### config.mk
export PLATFORM = sky130hd
export DESIGN_NAME = axi_master_arbiter
export DESIGN_NICKNAME = d
export VERILOG_FILES = /design/src/rtl/axi_master_arbiter.sv
export SDC_FILE = /design/constraint.sdc
export NUM_CORES = 1
export LEC_CHECK = 0
export ABC_AREA = 1
export CAP_MARGIN = 20
export CORE_AREA = 2 2 173 175
export DETAILED_ROUTE_END_ITERATION = 12
export DIE_AREA = 0 0 175 177
export GPL_TIMING_DRIVEN = 1
export HOLD_SLACK_MARGIN = 0.08
export PLACE_DENSITY = 0.62
export SETUP_SLACK_MARGIN = 0.1
export SLEW_MARGIN = 20
export SYNTH_ARGS = -nofsm -noshare
export SYNTH_HDL_FRONTEND = slang
export SYNTH_SLANG_ARGS = --single-unit
### constraint.sdc
create_clock -name i_clk -period 3 [get_ports i_clk]
set_input_delay 0.6 -clock i_clk [delete_from_list [all_inputs] [get_ports i_clk]]
set_output_delay 0.6 -clock i_clk [all_outputs]
set_load 0.02 [all_outputs]
### src/rtl/axi_master_arbiter.sv
// Round-robin arbiter sharing one simple AXI master between N requesters.
// Sequences the master's level protocol: issue, wait for done, respond, clear done.
module axi_master_arbiter #(
    parameter  int unsigned N   = 2,
    localparam int unsigned IDW = (N > 1) ? $clog2(N) : 1
) (
    input  logic              i_clk,
    input  logic              i_rst_n,
    input  logic [N-1:0]      i_req_valid,
    output logic [N-1:0]      o_req_ready,
    input  logic [2*N-1:0]    i_req_rw,
    input  logic [32*N-1:0]   i_req_addr,
    input  logic [64*N-1:0]   i_req_wdata,
    input  logic [3*N-1:0]    i_req_wsize,
    output logic [N-1:0]      o_resp_valid,
    output logic [63:0]       o_resp_rdata,
    output logic              o_resp_error,
    output logic              o_resp_invalid,
    output logic              o_busy,
    output logic [IDW-1:0]    o_grant_id,
    output logic [31:0]       o_m_addr,
    output logic [63:0]       o_m_wdata,
    output logic [2:0]        o_m_wsize,
    output logic [1:0]        o_m_rw,
    input  logic [63:0]       i_m_rdata,
    input  logic              i_m_wait,
    input  logic              i_m_done,
    input  logic              i_m_invalid,
    input  logic              i_m_error,
    output logic              o_m_clear_done
);

    localparam int unsigned AW = 32;
    localparam int unsigned DW = 64;
    localparam int unsigned SW = 3;
    localparam int unsigned RW = 2;

    typedef enum logic [1:0] {S_IDLE, S_ISSUE, S_BUSY, S_RESP} state_t;

    state_t          r_state, w_state_nxt;
    logic [IDW-1:0]  r_last, w_last_nxt;
    logic [IDW-1:0]  r_grant, w_grant_nxt;
    logic [RW-1:0]   r_rw, w_rw_nxt;
    logic [AW-1:0]   r_addr, w_addr_nxt;
    logic [DW-1:0]   r_wdata, w_wdata_nxt;
    logic [SW-1:0]   r_wsize, w_wsize_nxt;
    logic            r_reject, w_reject_nxt;
    logic [RW-1:0]   r_m_rw, w_m_rw_nxt;
    logic [N-1:0]    r_resp_valid, w_resp_valid_nxt;
    logic            r_resp_error, w_resp_error_nxt;
    logic            r_resp_invalid, w_resp_invalid_nxt;
    logic [DW-1:0]   r_resp_rdata, w_resp_rdata_nxt;

    logic [N-1:0]    w_req_ready;
    logic            w_clear_done;
    logic            w_m_idle;
    logic            w_found;
    logic [IDW-1:0]  w_win;
    logic [IDW-1:0]  w_idx;
    logic [RW-1:0]   w_sel_rw;
    logic [AW-1:0]   w_sel_addr;
    logic [DW-1:0]   w_sel_wdata;
    logic [SW-1:0]   w_sel_wsize;

    assign w_m_idle    = !i_m_wait && !i_m_done;
    assign w_sel_rw    = i_req_rw[int'(w_win)*2 +: 2];
    assign w_sel_addr  = i_req_addr[int'(w_win)*32 +: 32];
    assign w_sel_wdata = i_req_wdata[int'(w_win)*64 +: 64];
    assign w_sel_wsize = i_req_wsize[int'(w_win)*3 +: 3];

    // Round-robin scan starting just after the last winner.
    always_comb begin
        w_found = 1'b0;
        w_win   = '0;
        w_idx   = '0;
        for (int i = 1; i <= int'(N); i++) begin
            w_idx = IDW'((int'(r_last) + i) % int'(N));
            if (!w_found && i_req_valid[w_idx]) begin
                w_found = 1'b1;
                w_win   = w_idx;
            end
        end
    end

    always_comb begin
        w_state_nxt        = r_state;
        w_last_nxt         = r_last;
        w_grant_nxt        = r_grant;
        w_rw_nxt           = r_rw;
        w_addr_nxt         = r_addr;
        w_wdata_nxt        = r_wdata;
        w_wsize_nxt        = r_wsize;
        w_reject_nxt       = r_reject;
        w_m_rw_nxt         = 2'b00;
        w_resp_valid_nxt   = '0;
        w_resp_error_nxt   = 1'b0;
        w_resp_invalid_nxt = 1'b0;
        w_resp_rdata_nxt   = r_resp_rdata;
        w_req_ready        = '0;
        w_clear_done       = 1'b0;
        case (r_state)
            S_IDLE: begin
                if (!w_m_idle) begin
                    // Stale completion left over from before a reset: drop it.
                    w_clear_done = i_m_done && !i_m_wait;
                end else if (w_found) begin
                    w_req_ready[w_win] = 1'b1;
                    w_last_nxt         = w_win;
                    w_grant_nxt        = w_win;
                    w_rw_nxt           = w_sel_rw;
                    w_addr_nxt         = w_sel_addr;
                    w_wdata_nxt        = w_sel_wdata;
                    w_wsize_nxt        = w_sel_wsize;
                    if (w_sel_rw == 2'b01 || w_sel_rw == 2'b10) begin
                        w_state_nxt  = S_ISSUE;
                        w_m_rw_nxt   = w_sel_rw;
                        w_reject_nxt = 1'b0;
                    end else begin
                        w_state_nxt               = S_RESP;
                        w_reject_nxt              = 1'b1;
                        w_resp_valid_nxt[w_win]   = 1'b1;
                        w_resp_error_nxt          = 1'b1;
                        w_resp_invalid_nxt        = 1'b1;
                        w_resp_rdata_nxt          = '0;
                    end
                end
            end
            S_ISSUE: begin
                w_state_nxt = S_BUSY;
            end
            S_BUSY: begin
                if (i_m_done && !i_m_wait) begin
                    w_state_nxt               = S_RESP;
                    w_resp_valid_nxt[r_grant] = 1'b1;
                    w_resp_error_nxt          = i_m_error;
                    w_resp_invalid_nxt        = i_m_invalid;
                    w_resp_rdata_nxt          = (r_rw == 2'b10) ? i_m_rdata : '0;
                end
            end
            S_RESP: begin
                w_clear_done = !r_reject;
                w_state_nxt  = S_IDLE;
            end
            default: begin
                w_state_nxt = S_IDLE;
            end
        endcase
    end

    always_ff @(posedge i_clk or negedge i_rst_n) begin
        if (!i_rst_n) begin
            r_state        <= S_IDLE;
            r_last         <= IDW'(N - 1);
            r_grant        <= '0;
            r_rw           <= '0;
            r_addr         <= '0;
            r_wdata        <= '0;
            r_wsize        <= '0;
            r_reject       <= 1'b0;
            r_m_rw         <= '0;
            r_resp_valid   <= '0;
            r_resp_error   <= 1'b0;
            r_resp_invalid <= 1'b0;
            r_resp_rdata   <= '0;
        end else begin
            r_state        <= w_state_nxt;
            r_last         <= w_last_nxt;
            r_grant        <= w_grant_nxt;
            r_rw           <= w_rw_nxt;
            r_addr         <= w_addr_nxt;
            r_wdata        <= w_wdata_nxt;
            r_wsize        <= w_wsize_nxt;
            r_reject       <= w_reject_nxt;
            r_m_rw         <= w_m_rw_nxt;
            r_resp_valid   <= w_resp_valid_nxt;
            r_resp_error   <= w_resp_error_nxt;
            r_resp_invalid <= w_resp_invalid_nxt;
            r_resp_rdata   <= w_resp_rdata_nxt;
        end
    end

    // Combinational strobes are forced low while reset is asserted.
    assign o_req_ready    = w_req_ready & {N{i_rst_n}};
    assign o_m_clear_done = w_clear_done & i_rst_n;
    assign o_busy         = (r_state != S_IDLE);
    assign o_grant_id     = r_grant;
    assign o_m_addr       = r_addr;
    assign o_m_wdata      = r_wdata;
    assign o_m_wsize      = r_wsize;
    assign o_m_rw         = r_m_rw;
    assign o_resp_valid   = r_resp_valid;
    assign o_resp_rdata   = r_resp_rdata;
    assign o_resp_error   = r_resp_error;
    assign o_resp_invalid = r_resp_invalid;

endmodule
==> metrics.txt, run 1 <==
status=finished, final reports clean; Post-Syn Area per Cell=7.91 sq um; layout cell share with drive strength beyond 1=5.12%; worst-skew pair later-pin latency=0.43 ns; port buffer count=447; largest net degree at the start of global routing=147; GRT Resource Usage Total=20.6%; Iteration-0 DRC Markers=664; CTS Sinks=176; die area=31000 sq um; number of synthesis warnings=0; vias per cell=4.80; syn nets=1341; CTS H-tree depth=4; met3 Track Usage GR=6.44%; Pleak=6.14 nW; Pwr Density=893 nW/um^2; flop2flop setup slack=0.67 ns; Layout area overhead=64.7%; Post-layout nets=1749; Fill cells=2822; clock period minus final worst setup slack=2.75 ns; core region area=29200 sq um; grt met2 use=34.3%; GRT overflow=0; FMAX=364 MHz; maxcap violations=0; GRT Max-Usage Layer=met2; Worst Max-Slew Pin Slew=0.898 ns; Final Hold Violating Endpoints=0; cells after synthesis=1062; most frequent cells in the layout=443 x clkdlybuf4s50_1, 364 x nand3_1, 318 x nand2_1; vias in the first global route=8803; Initial Util=28.7%; sequential fraction of the synthesis area=52.4%; post-DP HPWL=22.9 mm; CP startpoint=i_req_valid[1]; worst reg2reg startpoint=r_state[0]$_DFFE_PN0P_; post-synth cell types=26; part of the cycle the worst path needs=91.6%; antenna violations before repair=3; worst r2r dst=o_m_wdata[55]$_DFFE_PN0P_; Final GP Congestion=0.812; unrepaired setup endpoints after global routing=false; setup tns final=0 ns; Pre-antenna DRT Iters=5; crit end category=output port; via count=8993; CTS Root Cell=clkbuf_16; CTS tree=yes; Routed WL per cell=17.3 um; Final ANT Viol Nets=0; # DRC=0; row count=63; CTS Buf Count=17; drt total wl=32.4 mm; clk buf depth=2; Critical Path RT=2.40 ns; I/O pins=448; max-slew violations=0; die span in y=177 um; Worst setup SP type=input pin; clock-pin transition on the worst setup and hold timing paths=0.07 ns; Worst Hold Class=in2async; commonest non-fill, non-tap cell in the layout=clkdlybuf4s50_1; Rel. slew slack=39.9%; synthesized flop and latch total=176; CP Max Fanout=35; grt met1 use=25.6%; Worst Path Class, Setup=in2out; Finished Layout Cells=1874; Mapped Area=8400 sq um; first-pass GRT wire length=49.8 mm; worst-case clock skew=0.00828 ns; placed instance count=1840; Worst EP arrival=2.15 ns; Die W=175 um; reg2reg path depth=7; Setup violations, final=0; Worst VDD drop=0.478 mV
synthesized netlist by cell type:
| master | n | share of area [%] |
|---|---|---|
| nand2_1 | 319 | 14 |
| o21ai_0 | 1 | 0.060 |
| nor2_2 | 1 | 0.075 |
| inv_1 | 15 | 0.67 |
| nand2_2 | 1 | 0.075 |
| nand3_2 | 1 | 0.12 |
| o22ai_1 | 1 | 0.075 |
| inv_2 | 3 | 0.13 |
| o21ai_1 | 8 | 0.48 |
| buf_4 | 14 | 1.3 |
| buf_6 | 3 | 0.40 |
| buf_1 | 7 | 0.31 |
| buf_2 | 35 | 2.1 |
| dfrtp_1 | 175 | 52 |
| dfstp_2 | 1 | 0.31 |
| nor2_4 | 1 | 0.13 |
| nor2_1 | 72 | 3.2 |
| ha_1 | 5 | 0.74 |
| clkinv_2 | 1 | 0.060 |
| nand4_1 | 1 | 0.075 |
| nand4_2 | 1 | 0.15 |
| nor3_1 | 1 | 0.060 |
| nand3_1 | 364 | 22 |
| clkbuf_1 | 29 | 1.3 |
| a21oi_1 | 1 | 0.060 |
| a21boi_0 | 1 | 0.089 |
worst max-delay path, cell delays in order:
cell and delay [ns]:
clkdlybuf4s50_1 0.55, inv_1 0.06, nand2_1 0.09, nand3_4 0.10
buf_4 0.28, nor3_2 0.20, buf_4 0.15, buf_12 0.10
layer usage:
layer  vias to the layer above  wire, um
li1                       4322         -
met1                      4245     13100
met2                       380     15900
met4                         4       721
met5                         -        27
met3                        42      2670
worst max path at each step:
stage                     cells after the start  slack [ns]        endpoint
after detailed placement                      7        0.07  o_req_ready[1]
after global placement                        8        0.03  o_req_ready[0]
after global routing                          8        0.11  o_req_ready[0]
final                                         8        0.25  o_req_ready[0]
after CTS                                     5        0.13  o_m_clear_done
after floorplan                               6        0.76  o_req_ready[0]
what timing repair did:
action | 4_1_cts | 5_1_grt
setup buffers | 0 | 0
endpoints found under the hold margin | 2 | 0
endpoints found under the setup margin | 3 | 2
hold buffers | 1 | 0
gates cloned | 0 | 0
resized for setup | 3 | 2
layout make-up:
| class | instances | area [sq um] | share of cell area, % |
|---|---|---|---|
| diodes | 1 | 2.50 | 0.0181 |
| flip-flops and latches | 176 | 4410 | 31.8 |
| well taps | 390 | 488 | 3.53 |
| multi-input cells | 779 | 3530 | 25.5 |
| repair buffers | 477 | 4790 | 34.6 |
| clock inverters | 11 | 82.6 | 0.597 |
| inverters | 19 | 77.6 | 0.561 |
| clock buffers | 21 | 460 | 3.33 |
through the flow:
| stage | setup WS, ns | power, mW | area (sq um) | util (%) | hold WS (ns) |
|---|---|---|---|---|---|
| 4_1_cts | 0.135 | 12.5 | 13800 | 47.3 | 0.255 |
| 3_3_place_gp | 0.0311 | 10.2 | 13300 | 45.4 | 0.436 |
| 6_report | 0.252 | 12.4 | 13800 | 47.3 | 0.261 |
| 3_5_place_dp | 0.0667 | 10.3 | 13300 | 45.4 | 0.435 |
| 5_1_grt | 0.115 | 13.1 | 13800 | 47.3 | 0.276 |
| 2_1_floorplan | 0.765 | 7.09 | 8400 | - | 0.304 |
report_power, final:
part	switching, mW	internal, mW	total [mW]
sequential	0.518	3.29	3.81
clock	1.03	1.11	2.14
combinational	3.66	2.74	6.40
state kept, by name, indices dropped and copies added, names as in the netlist:
| register | flops |
|---|---|
| r_rw | 2 |
| o_m_wdata | 64 |
| o_m_addr | 32 |
| o_resp_error | 1 |
| r_last | 1 |
| r_state | 2 |
| r_reject | 1 |
| o_resp_valid | 2 |
| o_resp_rdata | 64 |
| o_resp_invalid | 1 |
| o_m_wsize | 3 |
| o_m_rw | 2 |
| o_grant_id | 1 |
cell families after synthesis:
family | synth area share (%)
buffers and inverters | 6.21
adder cells (fa/ha/maj) | 0.745
AO/OA/AOI/OAI | 0.760
AND/OR/NAND/NOR | 39.8
flip-flops | 52.4
Note: power is estimated with default switching activity, not from simulation.
==> run 2, diff against run 1 <==
--- a/config.mk
+++ b/config.mk
@@ -6,12 +6,14 @@
 export NUM_CORES = 1
 export LEC_CHECK = 0
 export ABC_AREA = 1
+export ABC_CLOCK_PERIOD_IN_PS = 3000
 export CAP_MARGIN = 20
 export CORE_AREA = 2 2 173 175
 export DETAILED_ROUTE_END_ITERATION = 12
 export DIE_AREA = 0 0 175 177
 export GPL_TIMING_DRIVEN = 1
 export HOLD_SLACK_MARGIN = 0.08
+export MAX_ROUTING_LAYER = met4
 export PLACE_DENSITY = 0.62
 export SETUP_SLACK_MARGIN = 0.1
 export SLEW_MARGIN = 20
==> run 2 against run 1 <==
Net effect:
- register-to-register slack about the same
- count of clock-buffer cells in the layout unchanged
- critical endpoint unchanged
- flip-flop and latch count unchanged
- critical path type unchanged
==> metrics.txt, run 2 (synthesized netlist as in run 1, its figures left out) <==
Pre-antenna DRT Iters=5; Final ANT Viol Nets=0; Setup violations, final=0; first-pass GRT wire length=49.5 mm; CP peak stage delay=0.48 ns; Initial Util=28.7%; Reg power frac=30.9%; maxcap violations=0; Worst setup SP type=input pin; Critical Path Slowest Stage Cell=clkdlybuf4s50_1; core region area=29200 sq um; Pwr Density=892 nW/um^2; CP Max Fanout=35; Worst VDD drop=0.476 mV; GRT overflow=0; die span in y=177 um; Fill cells=2822; Worst Max-Slew Pin Slew=0.924 ns; vias per cell=4.79; Clk pwr share=17.2%; setup bufs post-CTS=0; largest net degree at the start of global routing=147; Die W=175 um; Layout area overhead=64.8%; Worst Path Class, Setup=in2out; CTS tree=yes; Routed WL per cell=17.3 um; # DRC=0; Worst EP arrival=2.15 ns; worst-case clock skew=0.0106 ns; unrepaired setup endpoints after global routing=false; drt total wl=32.4 mm; clk buf depth=2; CP top delay family=buffers and inverters; vias in the first global route=8848; Pleak=6.14 nW; status=finished, final reports clean; Power Internal=7.14 mW; CTS Sinks=176; max-slew violations=0; flop2flop setup slack=0.68 ns; via count=8993; most frequent CP cell=buf_4; placed instance count=1840; Final Hold Violating Endpoints=0; FMAX=364 MHz; die area=31000 sq um; switch share=42.1%; Finished Layout Cells=1876; most frequent cells in the layout=443 x clkdlybuf4s50_1, 364 x nand3_1, 318 x nand2_1; worst-skew pair later-pin latency=0.43 ns; Switch Pwr=5.20 mW; WHS=0.259 ns; Rel. slew slack=38.2%; row count=63; critical path capture point=o_req_ready[0]; Worst Hold Class=in2async; worst reg2reg startpoint=r_state[0]$_DFFE_PN0P_; port buffer count=447; CP Cell Sequence=clkdlybuf4s50_1 > nor2_2 > nand3_4 > buf_4 > nor3_2 > buf_4 > buf_12; Critical Path RT=2.40 ns; crit end category=output port; Final GP Congestion=0.824; clock period minus final worst setup slack=2.75 ns; part of the cycle the worst path needs=91.5%; GRT Resource Usage Total=21.2%; antenna violations before repair=3; clock-pin transition on the worst setup and hold timing paths=0.07 ns; critical path buffer and inverter count=4; worst r2r dst=o_m_wdata[55]$_DFFE_PN0P_; CTS Root Cell=clkbuf_16; post-DP HPWL=22.9 mm; Post-layout nets=1749; CTS Buf Count=17; layout cell share with drive strength beyond 1=5.12%; Iteration-0 DRC Markers=678; reg2reg path depth=7; CTS H-tree depth=4; Stages on worst setup path=7; setup tns final=0 ns; commonest non-fill, non-tap cell in the layout=clkdlybuf4s50_1; I/O pins=448; combinational fraction of design power=51.9%; CP startpoint=i_m_done
[run 2: stage by stage]
step	cell area [sq um]	setup slack, ns	util, %	power, mW
6_report	13800	0.254	47.3	12.3
3_3_place_gp	13300	0.0311	45.4	10.2
4_1_cts	13800	0.135	47.3	12.5
5_1_grt	13800	0.115	47.3	13.1
2_1_floorplan	8400	0.765	-	7.09
3_5_place_dp	13300	0.0667	45.4	10.3
[run 2: power by group through the flow]
stage                     registers (mW)  logic [mW]  clock network (mW)
after floorplan                     4.88        2.21                   0
after global placement              3.82        6.41                   0
after detailed placement            3.83        6.45                   0
after CTS                           3.81        6.47                2.21
after global routing                3.93        6.87                2.30
final                               3.81        6.40                2.13
[run 2: worst reg2reg max path: cells and delay by family (launching register included)]
kind	cells	cell delay (ns)
AND/OR/NAND/NOR	3	0.39
flip-flops	1	0.40
adder cells (fa/ha/maj)	1	0.22
buffers and inverters	3	1.25
[run 2: worst min-delay path by stage]
stage	to	startpoint	slack, ns
global route	r_reject$_DFFE_PN0P_	i_rst_n	0.28
global placement	r_state[0]$_DFFE_PN0P_	i_rst_n	0.44
detailed placement	r_state[1]$_DFFE_PN0P_	i_rst_n	0.44
finish	o_grant_id$_DFFE_PN0P_	i_rst_n	0.26
floorplan	o_grant_id$_DFFE_PN0P_	i_rst_n	0.30
CTS	o_grant_id$_DFFE_PN0P_	i_rst_n	0.25
[run 2: repair_timing]
action	CTS	global route
pin swaps	0	0
hold buffers	1	0
resized for setup	3	2
endpoints found under the setup margin	3	2
endpoints found under the hold margin	2	0
[run 2: area by class of cell]
class,instances,area (sq um),share of cell area (%)
Antenna cell,3,7.51,0.0542
Multi-Input combinational cell,779,3530,25.5
Timing Repair Buffer,477,4790,34.6
Clock inverter,11,82.6,0.597
Sequential cell,176,4410,31.8
Inverter,19,77.6,0.560
Clock buffer,21,460,3.33
Tap cell,390,488,3.53
[run 2: layer usage]
metal	wire, um	GRT usage [%]	share of wire, %
met3	2610	5.76	8.0
met4	560	6.28	1.7
met2	16100	34.5	50
met1	13200	25.8	41
met5	0	-	0
